File: src/rtl/matmul_controller.sv
`default_nettype none
// ============================================================================
//  Module   : matmul_controller
//  Purpose  : Sequencer for the NxN matrix-multiply datapath. Loads A and B
//             from a byte stream, runs the multiply-accumulate for every
//             element of C, then streams each 18-bit result as three bytes.
//  Revision : 1.0  initial release
// ============================================================================
module matmul_controller #(
    parameter int N             = 4,
    parameter int ADDRESS_WIDTH = 6
) (
    input  logic                     clk,
    input  logic                     rst,
    input  logic                     start,
    input  logic                     in_valid,
    output logic                     in_ready,
    output logic                     out_valid,
    input  logic                     out_ready,
    output logic                     busy,
    output logic                     done,
    output logic                     m1EN,
    output logic                     m1rEN,
    output logic                     m1wEN,
    output logic                     m2EN,
    output logic                     m2rEN,
    output logic                     m2wEN,
    output logic                     m3EN,
    output logic                     m3rEN,
    output logic                     m3wEN,
    output logic [ADDRESS_WIDTH-1:0] addr1,
    output logic [ADDRESS_WIDTH-1:0] addr2,
    output logic [ADDRESS_WIDTH-1:0] addr3,
    output logic                     mult_ld,
    output logic                     mult_rst,
    output logic [1:0]               shift_cnt
);

    localparam logic [3:0] c_ST_IDLE     = 4'd0;
    localparam logic [3:0] c_ST_LOAD_A   = 4'd1;
    localparam logic [3:0] c_ST_LOAD_B   = 4'd2;
    localparam logic [3:0] c_ST_CLR      = 4'd3;
    localparam logic [3:0] c_ST_MAC      = 4'd4;
    localparam logic [3:0] c_ST_WR       = 4'd5;
    localparam logic [3:0] c_ST_OUT_RD   = 4'd6;
    localparam logic [3:0] c_ST_OUT_EMIT = 4'd7;
    localparam logic [3:0] c_ST_DONE     = 4'd8;

    localparam logic [ADDRESS_WIDTH-1:0] c_n      = ADDRESS_WIDTH'(N);
    localparam logic [ADDRESS_WIDTH-1:0] c_n_m1   = ADDRESS_WIDTH'(N - 1);
    localparam logic [ADDRESS_WIDTH-1:0] c_last_e = ADDRESS_WIDTH'(N * N - 1);
    localparam logic [1:0]               c_last_s = 2'd2;

    logic [3:0]               r_state;
    logic [ADDRESS_WIDTH-1:0] r_e;   // element counter for load and output phases
    logic [ADDRESS_WIDTH-1:0] r_i;   // result row
    logic [ADDRESS_WIDTH-1:0] r_j;   // result column
    logic [ADDRESS_WIDTH-1:0] r_k;   // MAC step, runs 0..N (one extra step drains the read pipe)
    logic [1:0]               r_s;   // output byte select

    // State and counter sequencing; only handshakes advance the stream phases.
    always_ff @(posedge clk or posedge rst) begin
        if (rst) begin
            r_state <= c_ST_IDLE;
            r_e     <= '0;
            r_i     <= '0;
            r_j     <= '0;
            r_k     <= '0;
            r_s     <= '0;
        end else begin
            case (r_state)
                c_ST_IDLE: begin
                    if (start) begin
                        r_e     <= '0;
                        r_state <= c_ST_LOAD_A;
                    end
                end
                c_ST_LOAD_A: begin
                    if (in_valid) begin
                        if (r_e == c_last_e) begin
                            r_e     <= '0;
                            r_state <= c_ST_LOAD_B;
                        end else begin
                            r_e <= r_e + 1'b1;
                        end
                    end
                end
                c_ST_LOAD_B: begin
                    if (in_valid) begin
                        if (r_e == c_last_e) begin
                            r_e     <= '0;
                            r_i     <= '0;
                            r_j     <= '0;
                            r_state <= c_ST_CLR;
                        end else begin
                            r_e <= r_e + 1'b1;
                        end
                    end
                end
                c_ST_CLR: begin
                    r_k     <= '0;
                    r_state <= c_ST_MAC;
                end
                c_ST_MAC: begin
                    if (r_k == c_n) begin
                        r_state <= c_ST_WR;
                    end else begin
                        r_k <= r_k + 1'b1;
                    end
                end
                c_ST_WR: begin
                    if (r_j == c_n_m1) begin
                        r_j <= '0;
                        if (r_i == c_n_m1) begin
                            r_i     <= '0;
                            r_e     <= '0;
                            r_state <= c_ST_OUT_RD;
                        end else begin
                            r_i     <= r_i + 1'b1;
                            r_state <= c_ST_CLR;
                        end
                    end else begin
                        r_j     <= r_j + 1'b1;
                        r_state <= c_ST_CLR;
                    end
                end
                c_ST_OUT_RD: begin
                    r_s     <= '0;
                    r_state <= c_ST_OUT_EMIT;
                end
                c_ST_OUT_EMIT: begin
                    if (out_ready) begin
                        if (r_s == c_last_s) begin
                            r_s <= '0;
                            if (r_e == c_last_e) begin
                                r_e     <= '0;
                                r_state <= c_ST_DONE;
                            end else begin
                                r_e     <= r_e + 1'b1;
                                r_state <= c_ST_OUT_RD;
                            end
                        end else begin
                            r_s <= r_s + 2'd1;
                        end
                    end
                end
                c_ST_DONE: begin
                    r_state <= c_ST_IDLE;
                end
                default: begin
                    r_state <= c_ST_IDLE;
                end
            endcase
        end
    end

    // Datapath control decode from the current state and counters.
    always_comb begin
        in_ready  = 1'b0;
        out_valid = 1'b0;
        busy      = (r_state != c_ST_IDLE);
        done      = 1'b0;
        m1EN      = 1'b0;
        m1rEN     = 1'b0;
        m1wEN     = 1'b0;
        m2EN      = 1'b0;
        m2rEN     = 1'b0;
        m2wEN     = 1'b0;
        m3EN      = 1'b0;
        m3rEN     = 1'b0;
        m3wEN     = 1'b0;
        addr1     = '0;
        addr2     = '0;
        addr3     = '0;
        mult_ld   = 1'b0;
        mult_rst  = 1'b0;
        shift_cnt = 2'd0;
        case (r_state)
            c_ST_LOAD_A: begin
                in_ready = 1'b1;
                m1EN     = in_valid;
                m1wEN    = in_valid;
                addr1    = r_e;
            end
            c_ST_LOAD_B: begin
                in_ready = 1'b1;
                m2EN     = in_valid;
                m2wEN    = in_valid;
                addr2    = r_e;
            end
            c_ST_CLR: begin
                mult_rst = 1'b1;
            end
            c_ST_MAC: begin
                if (r_k < c_n) begin
                    m1EN  = 1'b1;
                    m1rEN = 1'b1;
                    m2EN  = 1'b1;
                    m2rEN = 1'b1;
                    addr1 = r_i * c_n + r_k;
                    addr2 = r_k * c_n + r_j;
                end
                // Read data lags the address by one cycle, so accumulation starts at k=1.
                mult_ld = (r_k != '0);
            end
            c_ST_WR: begin
                m3EN  = 1'b1;
                m3wEN = 1'b1;
                addr3 = r_i * c_n + r_j;
            end
            c_ST_OUT_RD: begin
                m3EN  = 1'b1;
                m3rEN = 1'b1;
                addr3 = r_e;
            end
            c_ST_OUT_EMIT: begin
                // Keep re-reading the same element so the shifter input stays stable.
                out_valid = 1'b1;
                shift_cnt = r_s;
                m3EN      = 1'b1;
                m3rEN     = 1'b1;
                addr3     = r_e;
            end
            c_ST_DONE: begin
                done = 1'b1;
            end
            default: begin
            end
        endcase
    end

endmodule
`default_nettype wire

File: config.mk
export PLATFORM = sky130hd
export DESIGN_NAME = matmul_controller
export DESIGN_NICKNAME = d
export VERILOG_FILES = /design/src/rtl/matmul_controller.sv
export SDC_FILE = /design/constraint.sdc
export NUM_CORES = 1
export LEC_CHECK = 0
export ABC_AREA = 1
export ABC_CLOCK_PERIOD_IN_PS = 2300
export BUFFER_PORTS_ARGS = -buffer_cell sky130_fd_sc_hd__buf_2
export CAP_MARGIN = 25
export CORE_AREA = 2 2 88 90
export CTS_CLUSTER_DIAMETER = 200
export DETAILED_ROUTE_END_ITERATION = 8
export DIE_AREA = 0 0 90 92
export PLACE_DENSITY = 0.58
export SETUP_SLACK_MARGIN = 0.3
export SLEW_MARGIN = 20
export SYNTH_ARGS = -nofsm -noshare
export SYNTH_HDL_FRONTEND = slang
export SYNTH_SLANG_ARGS = --single-unit
File: constraint.sdc
create_clock -name clk -period 2.3 [get_ports clk]
set_clock_uncertainty 0.15 [all_clocks]
set_input_delay 0.23 -clock clk [delete_from_list [all_inputs] [get_ports clk]]
set_output_delay 0.23 -clock clk [all_outputs]
set_load 0.03 [all_outputs]
After elaboration in Yosys (flattened, before gate mapping). Cells that the tools add are included.

Muxes and demuxes: 52. Equal/unequal tests: 25. Add/subtract/negate cells: 8. Reduce and logical (&&, ||, !) cells: 16. Order comparisons: 1.

Operator list (count): $mux W6 (15); $pmux W6 S2 (6); $mux W4 (10); $pmux W4 S8 (1); $add A6 B1 Y6 const B (4); $pmux W6 S4 (1); $ne A2 B2 Y1 const B (11); $add A6 B6 Y6 (3); $eq A4 B3 Y1 const B (4); $eq A6 B2 Y1 const B (2); $mux W1 (12); $eq A4 B2 Y1 const B (2); $reduce_and A8 Y1 (1); $reduce_bool A4 Y1 (2); $reduce_and A7 Y1 (1); $eq A6 B3 Y1 const B (1); $eq A6 B4 Y1 const B (1); $lt A6 B3 Y1 const B (1); $mux W2 (3); $reduce_bool A2 Y1 (3); $reduce_bool A6 Y1 (1); $eq A4 B1 Y1 const B (1); $eq A4 B4 Y1 const B (1); $logic_not A4 Y1 (1); 11 further kinds (14).

Register bits: 30. Output and inout port bits: 35. Logic and storage cells: 108. Input bits: 5.

Logic depth before layout (Yosys ltp). Gate-level depths: netlist of the first run.

Word-level depth: 5. Depth in mapped cells: 11.

Worst setup path before layout of the first run. OpenSTA, ideal clock, no wires.

Kind: register -> output. Start point: register r_state[0]. End point: output port addr2[5]. Cell stages (with the launch flop): 7. Data required time: 1.920 ns. Path slack: -0.068 ns. Buffers on the path: 1. Arrival: 1.988 ns. Cell sequence: dfrtp_1 -> buf_4 -> inv_2 -> nand2_2 -> nor3_4 -> inv_2 -> o21ai_0.

Cells in the longest elaborated chain, start to end: 2. Elaborated cells between the ends (all ways): 3.

Ends and longest elaborated chain: start, declared (RTL line 54) `logic [3:0] r_state;`; start signal, assigned (RTL line 64) `r_state <= c_ST_IDLE;`; start signal, assigned (RTL line 75) `r_state <= c_ST_LOAD_A;`; start signal, assigned (RTL line 82) `r_state <= c_ST_LOAD_B;`; $eq A4 B3 Y1 or $eq A4 B2 Y1 (tied branches) (RTL line 178) `case (r_state)`; $pmux W6 S2 * (RTL line 178); end, declared (RTL line 32) `output logic [ADDRESS_WIDTH-1:0] addr2,`.

Mark *: on every way between the ends. The rest lies on a longest branch, timed or not.

Final worst setup path of the first run.
Start point: register r_j[2]. End point: output port addr2[4].

Cells in the longest elaborated chain, start to end: 3.

Ends and longest elaborated chain: start, declared (RTL line 57) `logic [ADDRESS_WIDTH-1:0] r_j;`; start signal, assigned (RTL line 123) `r_j <= r_j + 1'b1;`; $add A6 B6 Y6 (RTL line 201) `addr2 = r_k * c_n + r_j;`; $mux W6 (RTL line 195) `if (r_k < c_n) begin`; $pmux W6 S2 (RTL line 178).

Every way passes these cells.

==> flow_summary.yaml, run 1 <==
setup_path:
  end_kind: "output pin"
  worstPathArrival_ps: 1770
  path_max_fanout: 3
  critPathRequiredTime_ps: 1920
  worstSetupStartpointType: "register"
  rr_startpoint: "r_state[3]$_DFFE_PP0P_"
  rr_worst_depth: 11
  worstSetupPathType: "reg2out"
  rrSetupSlack_ps: 400
  r2r_end: "r_e[1]$_DFFE_PP0P_"
synth:
  synth_cell_types: 33
  synth.top_cells.by_count: "nand2_1, nand3_1, inv_1"
  post_synth.cell_area_avg_um2: 7.20
  synth.yosys.seq_area_share_pct: 30.4
  ys_top_cells_by_area: "dfrtp_1, nand2_1, nand3_1, ha_1, inv_1"
  yosysMostFrequentCell: "nand2_1"
  synthArstFlopShare_pct: 100
  ys_warn_count: 0
  synth_seq_cells: 30
  syn_inst: 343
  synth_top_area_share_pct: 30.4
  synth_edf_count: 0
  yosysTopAreaCell: "dfrtp_1"
  syn_nets: 365
  synth_top_flop_cell: "dfrtp_1"
  synth.cell_area_um2: 2470
detailed_routing:
  ant_nets: 0
  firstDrtPassIters: 4
  drt_iter0_drc: 184
  drt-vias-per-instance: 4.98
  vias: 2644
  avgRoutedWirePerCell_um: 15.0
  drc: 0
  routed_wl_um: 7960
clock_network:
  clkLatencyLatePin_ps: 290
  cts_buffer_depth: 2
  cts_tree: "yes"
  numCtsBuffers: 5
  cts_root_buffer: "clkbuf_8"
  cts_sinks: 30
  htreeDepth: 2
  path_clk_slew_ps: 80
cells_and_area:
  num_antenna_cells: 0
  fin_nets: 450
  drive_gt1_share_pct: 40.8
  area_growth_pct: 48.4
pwr:
  p_per_area_nw_per_um2: 1180
  vdd_ir_drop_max_uv: 715
  power.total_uw: 4340
  cellLeakagePower_uw: 0.00171
timing:
  timing.final.hold_violations: 0
  post-route-min-period_ps: 2150
  rsz0062_at_grt: "yes"
  hold_slack_ps: 260
  tightest_slew_ps: 410
  drv_slew: 0
  finalCritPeriodShare_pct: 93.3
  setup_viol: 0
  fin_tns_setup_ps: 0
  fmax_mhz: 466
  slew_headroom_pct: 72.7
hold_path:
  worstHoldEndpoint: "r_s[0]$_DFFE_PP0P_"
  hp-class: "in2reg"
  hold_path_depth: 5
  min_from: "out_ready"
placement:
  globalplace.congestion: 0.888
  dp_hpwl_um: 5430
  io_buffer_count: 39
floorplanning:
  io_pins: 40
  core_area_um2: 7450
  die_area_um2: 8280
  rows: 32
  die_x_um: 90
  initial_core_util_pct: 33.2
  dieHeight_um: 92
grt:
  grt_pass1_wl_um: 12600
  grt_usage_pct: 19.0
  grt_max_degree: 31
  grt_pass1_vias: 2521
  grt_antenna_before_repair: 0
  globalRoute.totalOverflow: 0
run:
  drv_cap: 0
outcome:
  outcome: "finished clean"
==> worst max-delay path, cell delays in order (launching register included) <==
cell	delay [ps]
dfrtp_2	440
ha_2	210
fa_2	340
xnor2_1	140
o22ai_1	160
buf_4	190
==> power breakdown <==
part	internal (uW)	switching, uW
combinational	1170	1740
sequential	675	213
clock	319	227
==> cell usage in the layout (no fill, tap or decap), types with 3 or more instances in the layout <==
cell type	n
a21oi_1	3
nand2_1	70
nor2_1	23
nand3_1	41
clkbuf_8	5
ha_4	7
nand3_2	4
nand2_4	3
inv_1	35
buf_12	3
a21oi_2	3
fa_2	3
nand2_2	12
o21ai_0	18
inv_2	10
dfrtp_1	18
ha_1	6
o22ai_1	3
o21ai_1	9
o22ai_2	6
nor2_2	6
dfrtp_2	12
buf_2	13
buf_6	16
xor2_1	9
xnor2_1	4
buf_4	45
nand4_1	6
nand3b_1	3
nor2_4	8
==> state kept, by name, indices dropped and copies added, names as in the netlist <==
name and count:
r_j 6, r_i 6, r_k 6, r_state 4, r_s 2, r_e 6
==> per-stage QoR <==
stage	cells	utilization [%]	area (um2)	worst slack, ps
after floorplan	343	-	2520	147
after global placement	484	38.2	2850	220
final	531	49.2	3670	155
after CTS	517	45.0	3350	139
after detailed placement	484	38.2	2850	221
after global routing	531	49.2	3670	81.5
==> how the worst max path moves through the flow <==
stage	startpoint	endpoint	slack, ps	cells past startpoint
2_1_floorplan	r_state[0]$_DFFE_PP0P_	addr1[0]	150	6
3_3_place_gp	r_j[2]$_DFFE_PP0P_	addr3[4]	220	6
3_5_place_dp	r_j[2]$_DFFE_PP0P_	addr3[4]	220	6
4_1_cts	r_j[2]$_DFFE_PP0P_	addr2[4]	140	5
5_1_grt	r_k[0]$_DFFE_PP0P_	addr2[3]	80	5
6_report	r_j[2]$_DFFE_PP0P_	addr2[4]	150	5
==> final cells by class <==
cell class / instances / area, um2
fillers: 727 / 3780
multi-input cells: 263 / 1800
flip-flops and latches: 30 / 766
repair buffers: 80 / 676
inverters: 47 / 183
well taps: 102 / 128
clock buffers: 5 / 68.8
clock inverters: 3 / 40.0
repair inverters: 1 / 7.51
==> layer usage <==
layer	part of all wire (%)	vias up	global-route usage [%]	wire length, um
li1	-	1304	-	-
met1	43	1241	25.9	3460
met2	49	89	30.8	3880
met3	6.5	10	3.20	514
met4	1.4	0	6.03	112
met5	0	-	0	0
==> cells by family after synthesis <==
| family | after synthesis | synth area share (%) |
|---|---|---|
| DFF | 30 | 30.4 |
| buffers and inverters | 50 | 7.95 |
| xor gates and xnor gates | 13 | 4.61 |
| and+or+nand+nor | 181 | 35.2 |
| adders and majority gates | 17 | 9.52 |
| AOI/OAI and AO/OA | 52 | 12.4 |
==> what timing repair did <==
item	in CTS	in global routing
gates resized for setup	62	54
pin swaps	13	21
gates cloned	1	0
hold endpoints to repair	30	0
setup endpoints to repair	25	50
hold buffers	1	0
setup buffers	23	14
(Power assumes the default switching activity.)
==> inputs of run 2 (changes only) <==
Settings changed: ABC_CLOCK_PERIOD_IN_PS 2300 to 2000.
Clock period 2.3 ns to 2 ns, I/O delays scaled along.
==> flow_summary.yaml, run 2 (synthesis gave the netlist of run 1 again) <==
detailed_routing:
  drc: 0
  vias: 3064
  firstDrtPassIters: 4
  routed_wl_um: 10500
  drt_iter0_drc: 136
  drt-vias-per-instance: 5.18
  avgRoutedWirePerCell_um: 17.7
  ant_nets: 0
hold_path:
  hp-class: "in2reg"
setup_path:
  critPathBufInv: 1
  max_stage_delay_ps: 530
  slowest_stage: "fa_2"
  critPathRequiredTime_ps: 1650
  cp_cell_sequence: "ha_2 -> fa_2 -> nand2_1 -> o21ai_2 -> buf_6"
  end_kind: "output pin"
  worstSetupStartpointType: "register"
  rrSetupSlack_ps: 20
  path_max_fanout: 3
  path_delay_family: "adder cells"
  worstSetupPathType: "reg2out"
  worstPathArrival_ps: 1800
cells_and_area:
  fin_cells: 592
  num_antenna_cells: 0
  fin_nets: 511
  area_growth_pct: 103
  final_common_cell: "buf_6"
  mostFrequentLayoutCells: "buf_6, buf_4, nand2_1, inv_1, nand2_2"
  drive_gt1_share_pct: 65.7
run:
  drv_cap: 0
pwr:
  cellLeakagePower_uw: 0.00220
  power.total_uw: 6880
  p_per_area_nw_per_um2: 1370
  vdd_ir_drop_max_uv: 1090
grt:
  grt_usage_pct: 22.1
  grt_antenna_before_repair: 0
  grt_pass1_wl_um: 14500
  grt_pass1_vias: 2917
  grt_max_degree: 31
  globalRoute.totalOverflow: 0
clock_network:
  path_clk_slew_ps: 70
  cts_sinks: 30
  cts_tree: "yes"
  cts_buffer_depth: 2
  numCtsBuffers: 5
  clkLatencyLatePin_ps: 290
  cts_root_buffer: "clkbuf_8"
  htreeDepth: 2
timing:
  finalCritPeriodShare_pct: 108
  worst_slack_ps: -153
  hold_slack_ps: 188
  timing.final.hold_violations: 0
  post-route-min-period_ps: 2150
  slew_headroom_pct: 70.1
  drv_slew: 0
  tightest_slew_ps: 448
  setup_viol: 17
  rsz0062_at_grt: "yes"
  fmax_mhz: 465
placement:
  dp.cells: 506
  io_buffer_count: 39
  place_ws_ps: 44.2
  dp_hpwl_um: 5820
  globalplace.congestion: 0.834
floorplanning:
  core_area_um2: 7450
  die_area_um2: 8280
  dieHeight_um: 92
  io_pins: 40
  rows: 32
  initial_core_util_pct: 33.2
  die_x_um: 90
outcome:
  failed_checks: "setup timing"
  outcome: "finished, violations left"
-- run 2: changes by cell type in the layout (fill, tap and decap cells not counted), moves of 11 or more --
cell,previous run,this run
buf_6,16,80
nand2_1,70,43
nand2_2,12,25
nand2_4,3,16
nand3_1,41,22
nand3_2,4,19
nor2_1,23,12
nor2_4,8,20
o21ai_0,18,5
-- run 2: area by class of cell --
type                    instances  area [um2]
inverters                      47         218
clock inverters                 1        5.00
repair buffers                141        1410
flip-flops and latches         30         763
fillers                       584        2440
repair inverters                1        16.3
well taps                     102         128
clock buffers                   7        86.3
multi-input cells             263        2380
-- run 2: metrics by stage --
stage / area, um2 / utilization [%] / TNS (ps)
2_1_floorplan: 2690 / - / 0
3_3_place_gp: 3180 / 42.7 / 0
3_5_place_dp: 3180 / 42.7 / 0
4_1_cts: 4310 / 57.8 / -633
5_1_grt: 5010 / 67.2 / -2480
6_report: 5010 / 67.2 / -1170
-- run 2: final timing paths --
kind	start	end	depth (start not counted)
setup / recovery	r_j[2]$_DFFE_PP0P_	addr2[3]	5
hold / removal	out_ready	r_s[1]$_DFFE_PP0P_	5
setup reg to reg	r_state[1]$_DFFE_PP0P_	r_e[2]$_DFFE_PP0P_	14
hold reg to reg	r_i[5]$_DFFE_PP0P_	r_i[5]$_DFFE_PP0P_	2
max in group asynchronous	rst	r_j[2]$_DFFE_PP0P_	4
min in group asynchronous	rst	r_e[2]$_DFFE_PP0P_	4
-- run 2: per-layer routing --
layer	global-route usage [%]	up-vias	routed length (um)
li1	-	1428	-
met1	26.2	1508	4060
met2	40.7	104	5640
met3	4.19	24	462
met4	6.03	0	320
met5	0	-	0
-- run 2: timing repair --
action / 4_1_cts / 5_1_grt
pin swaps: 39 / 36
endpoints found under the setup margin: 57 / 63
buffers inserted: 41 / 35
hold buffers: 1 / 0
gates resized for setup: 194 / 123
hold endpoints to repair: 30 / 0
cloned: 1 / 0
-- run 2: worst min-delay path, cell delays in order --
cell,delay (ps)
buf_2,90
inv_1,100
a21oi_4,90
nand3_2,50
o21ai_1,50
-- run 2: power by group --
group	switching [uW]	leakage, uW	total, uW	internal [uW]
Combinational	2970	0.00178	5320	2350
Clock	265	0.0000482	543	278
Sequential	239	0.000371	1020	777
Total	3470	0.00220	6880	3410
==> inputs of run 3 (changes only) <==
Settings changed: CELL_PAD_IN_SITES_DETAIL_PLACEMENT from default to 1, CELL_PAD_IN_SITES_GLOBAL_PLACEMENT from default to 2, CORE_AREA 2 2 88 90 to 2 2 91 93, DIE_AREA 0 0 90 92 to 0 0 93 95, PLACE_DENSITY 0.58 to 0.85.
==> flow_summary.yaml, run 3 (synthesis gave the netlist of run 1 again) <==
pwr:
  power.total_uw: 6970
  cellLeakagePower_uw: 0.00211
  vdd_ir_drop_max_uv: 862
  p_per_area_nw_per_um2: 1420
hold_path:
  min_from: "in_valid"
  worstHoldEndpoint: "r_i[4]$_DFFE_PP0P_"
  hold_path_depth: 5
  hp-class: "in2reg"
timing:
  finalCritPeriodShare_pct: 107
  worst_slack_ps: -134
  post-route-min-period_ps: 2130
  setup_viol: 16
  fmax_mhz: 469
  timing.final.hold_violations: 0
  tightest_slew_ps: 451
  drv_slew: 0
  slew_headroom_pct: 69.9
  rsz0062_at_grt: "yes"
  hold_slack_ps: 218
setup_path:
  rrSetupSlack_ps: 10
  rr_startpoint: "r_state[0]$_DFFE_PP0P_"
  max_stage_delay_ps: 440
  end_kind: "output pin"
  worstPathArrival_ps: 1780
  crit_start: "r_i[0]$_DFFE_PP0P_"
  cp_cell_sequence: "ha_2 -> fa_2 -> xnor2_2 -> o22ai_4 -> buf_6"
  slowest_stage: "dfrtp_1"
  path_max_fanout: 3
  worstSetupPathType: "reg2out"
  critPathRequiredTime_ps: 1650
  rr_worst_depth: 12
  r2r_end: "r_state[2]$_DFFE_PP0P_"
  worstSetupStartpointType: "register"
grt:
  grt_pass1_wl_um: 16100
  grt_antenna_before_repair: 0
  grt_usage_pct: 23.7
  globalRoute.totalOverflow: 0
  grt_pass1_vias: 3080
  grt_max_degree: 31
placement:
  dp.cells: 515
  dp_hpwl_um: 6790
  globalplace.congestion: 0.841
  place_ws_ps: 46.3
  io_buffer_count: 39
cells_and_area:
  drive_gt1_share_pct: 63.5
  final_common_cell: "buf_6"
  mostFrequentLayoutCells: "buf_6, nand2_1, buf_4, inv_1, nand3_1"
  area_growth_pct: 99.2
  num_antenna_cells: 0
  fin_cells: 585
  fin_nets: 501
  fin_util_pct: 62.1
clock_network:
  cts_tree: "yes"
  htreeDepth: 2
  cts_sinks: 30
  numCtsBuffers: 5
  cts_buffer_depth: 2
  path_clk_slew_ps: 70
  clkLatencyLatePin_ps: 300
  cts_root_buffer: "clkbuf_8"
floorplanning:
  dieHeight_um: 95
  die_area_um2: 8840
  initial_core_util_pct: 31.2
  io_pins: 40
  die_x_um: 93
  rows: 33
  core_area_um2: 7930
detailed_routing:
  drt-vias-per-instance: 5.19
  avgRoutedWirePerCell_um: 20.3
  ant_nets: 0
  drc: 0
  routed_wl_um: 11900
  firstDrtPassIters: 4
  drt_iter0_drc: 199
  vias: 3038
outcome:
  failed_checks: "setup timing"
  outcome: "finished, violations left"
run:
  drv_cap: 0
## run 3: changes by cell type in the layout (fill, tap and decap cells not counted), moves of 3 or more
cell     previous run  this run
buf_6              80        74
buf_4              51        46
inv_1              26        31
nand2_1            43        47
nand2_2            25        21
inv_2              11         8
nor2_2              5         8
## run 3: worst max-delay path, delay by kind of cell (launching register included)
kind,cells,cell delay [ps]
adders and majority gates,2,600
DFF,1,440
xor gates and xnor gates,1,170
buffers and inverters,1,150
AOI/OAI and AO/OA,1,130
## run 3: stage by stage
stage          area (um2)  TNS (ps)
2_1_floorplan        2690         0
3_3_place_gp         3230         0
3_5_place_dp         3230         0
4_1_cts              4290      -888
5_1_grt              4920     -2140
6_report             4920     -1140
## run 3: metal layers
metal  track usage, %  vias to the layer above  share of wire [%]
met2             44.1                       69                 56
met5                0                        -                  0
met3             3.19                       23                2.4
met1             28.7                     1534                 40
met4             6.00                        0                2.2
li1                 -                     1412                  -
## run 3: power by group
| part | internal [uW] | total (uW) | switching (uW) | leakage (uW) |
|---|---|---|---|---|
| sequential | 776 | 1040 | 263 | 0.000371 |
| combinational | 2360 | 5390 | 3020 | 0.00169 |
| clock | 278 | 544 | 266 | 0.0000482 |
## run 3: how the worst max path moves through the flow
stage | endpoint | slack, ps | cells after the start
3_5_place_dp | addr2[5] | 50 | 7
3_3_place_gp | addr2[4] | 70 | 5
4_1_cts | addr3[4] | -110 | 6
5_1_grt | addr1[4] | -180 | 5
6_report | addr1[4] | -130 | 5
2_1_floorplan | addr2[5] | 40 | 5
## run 3: timing repair
| action | 4_1_cts | 5_1_grt |
|---|---|---|
| pin swaps | 37 | 47 |
| setup buffers | 36 | 25 |
| resized for setup | 174 | 124 |
| hold buffers | 1 | 0 |
| endpoints found under the setup margin | 59 | 64 |
| hold endpoints to repair | 30 | 0 |
## run 3: layout make-up
type                            instances  area [um2]
Fill cell                             891        3010
Multi-Input combinational cell        263        2390
Timing Repair Buffer                  132        1330
Sequential cell                        30         762
Inverter                               47         214
Tap cell                              105         131
Clock buffer                            7        86.3
Clock inverter                          1        5.00
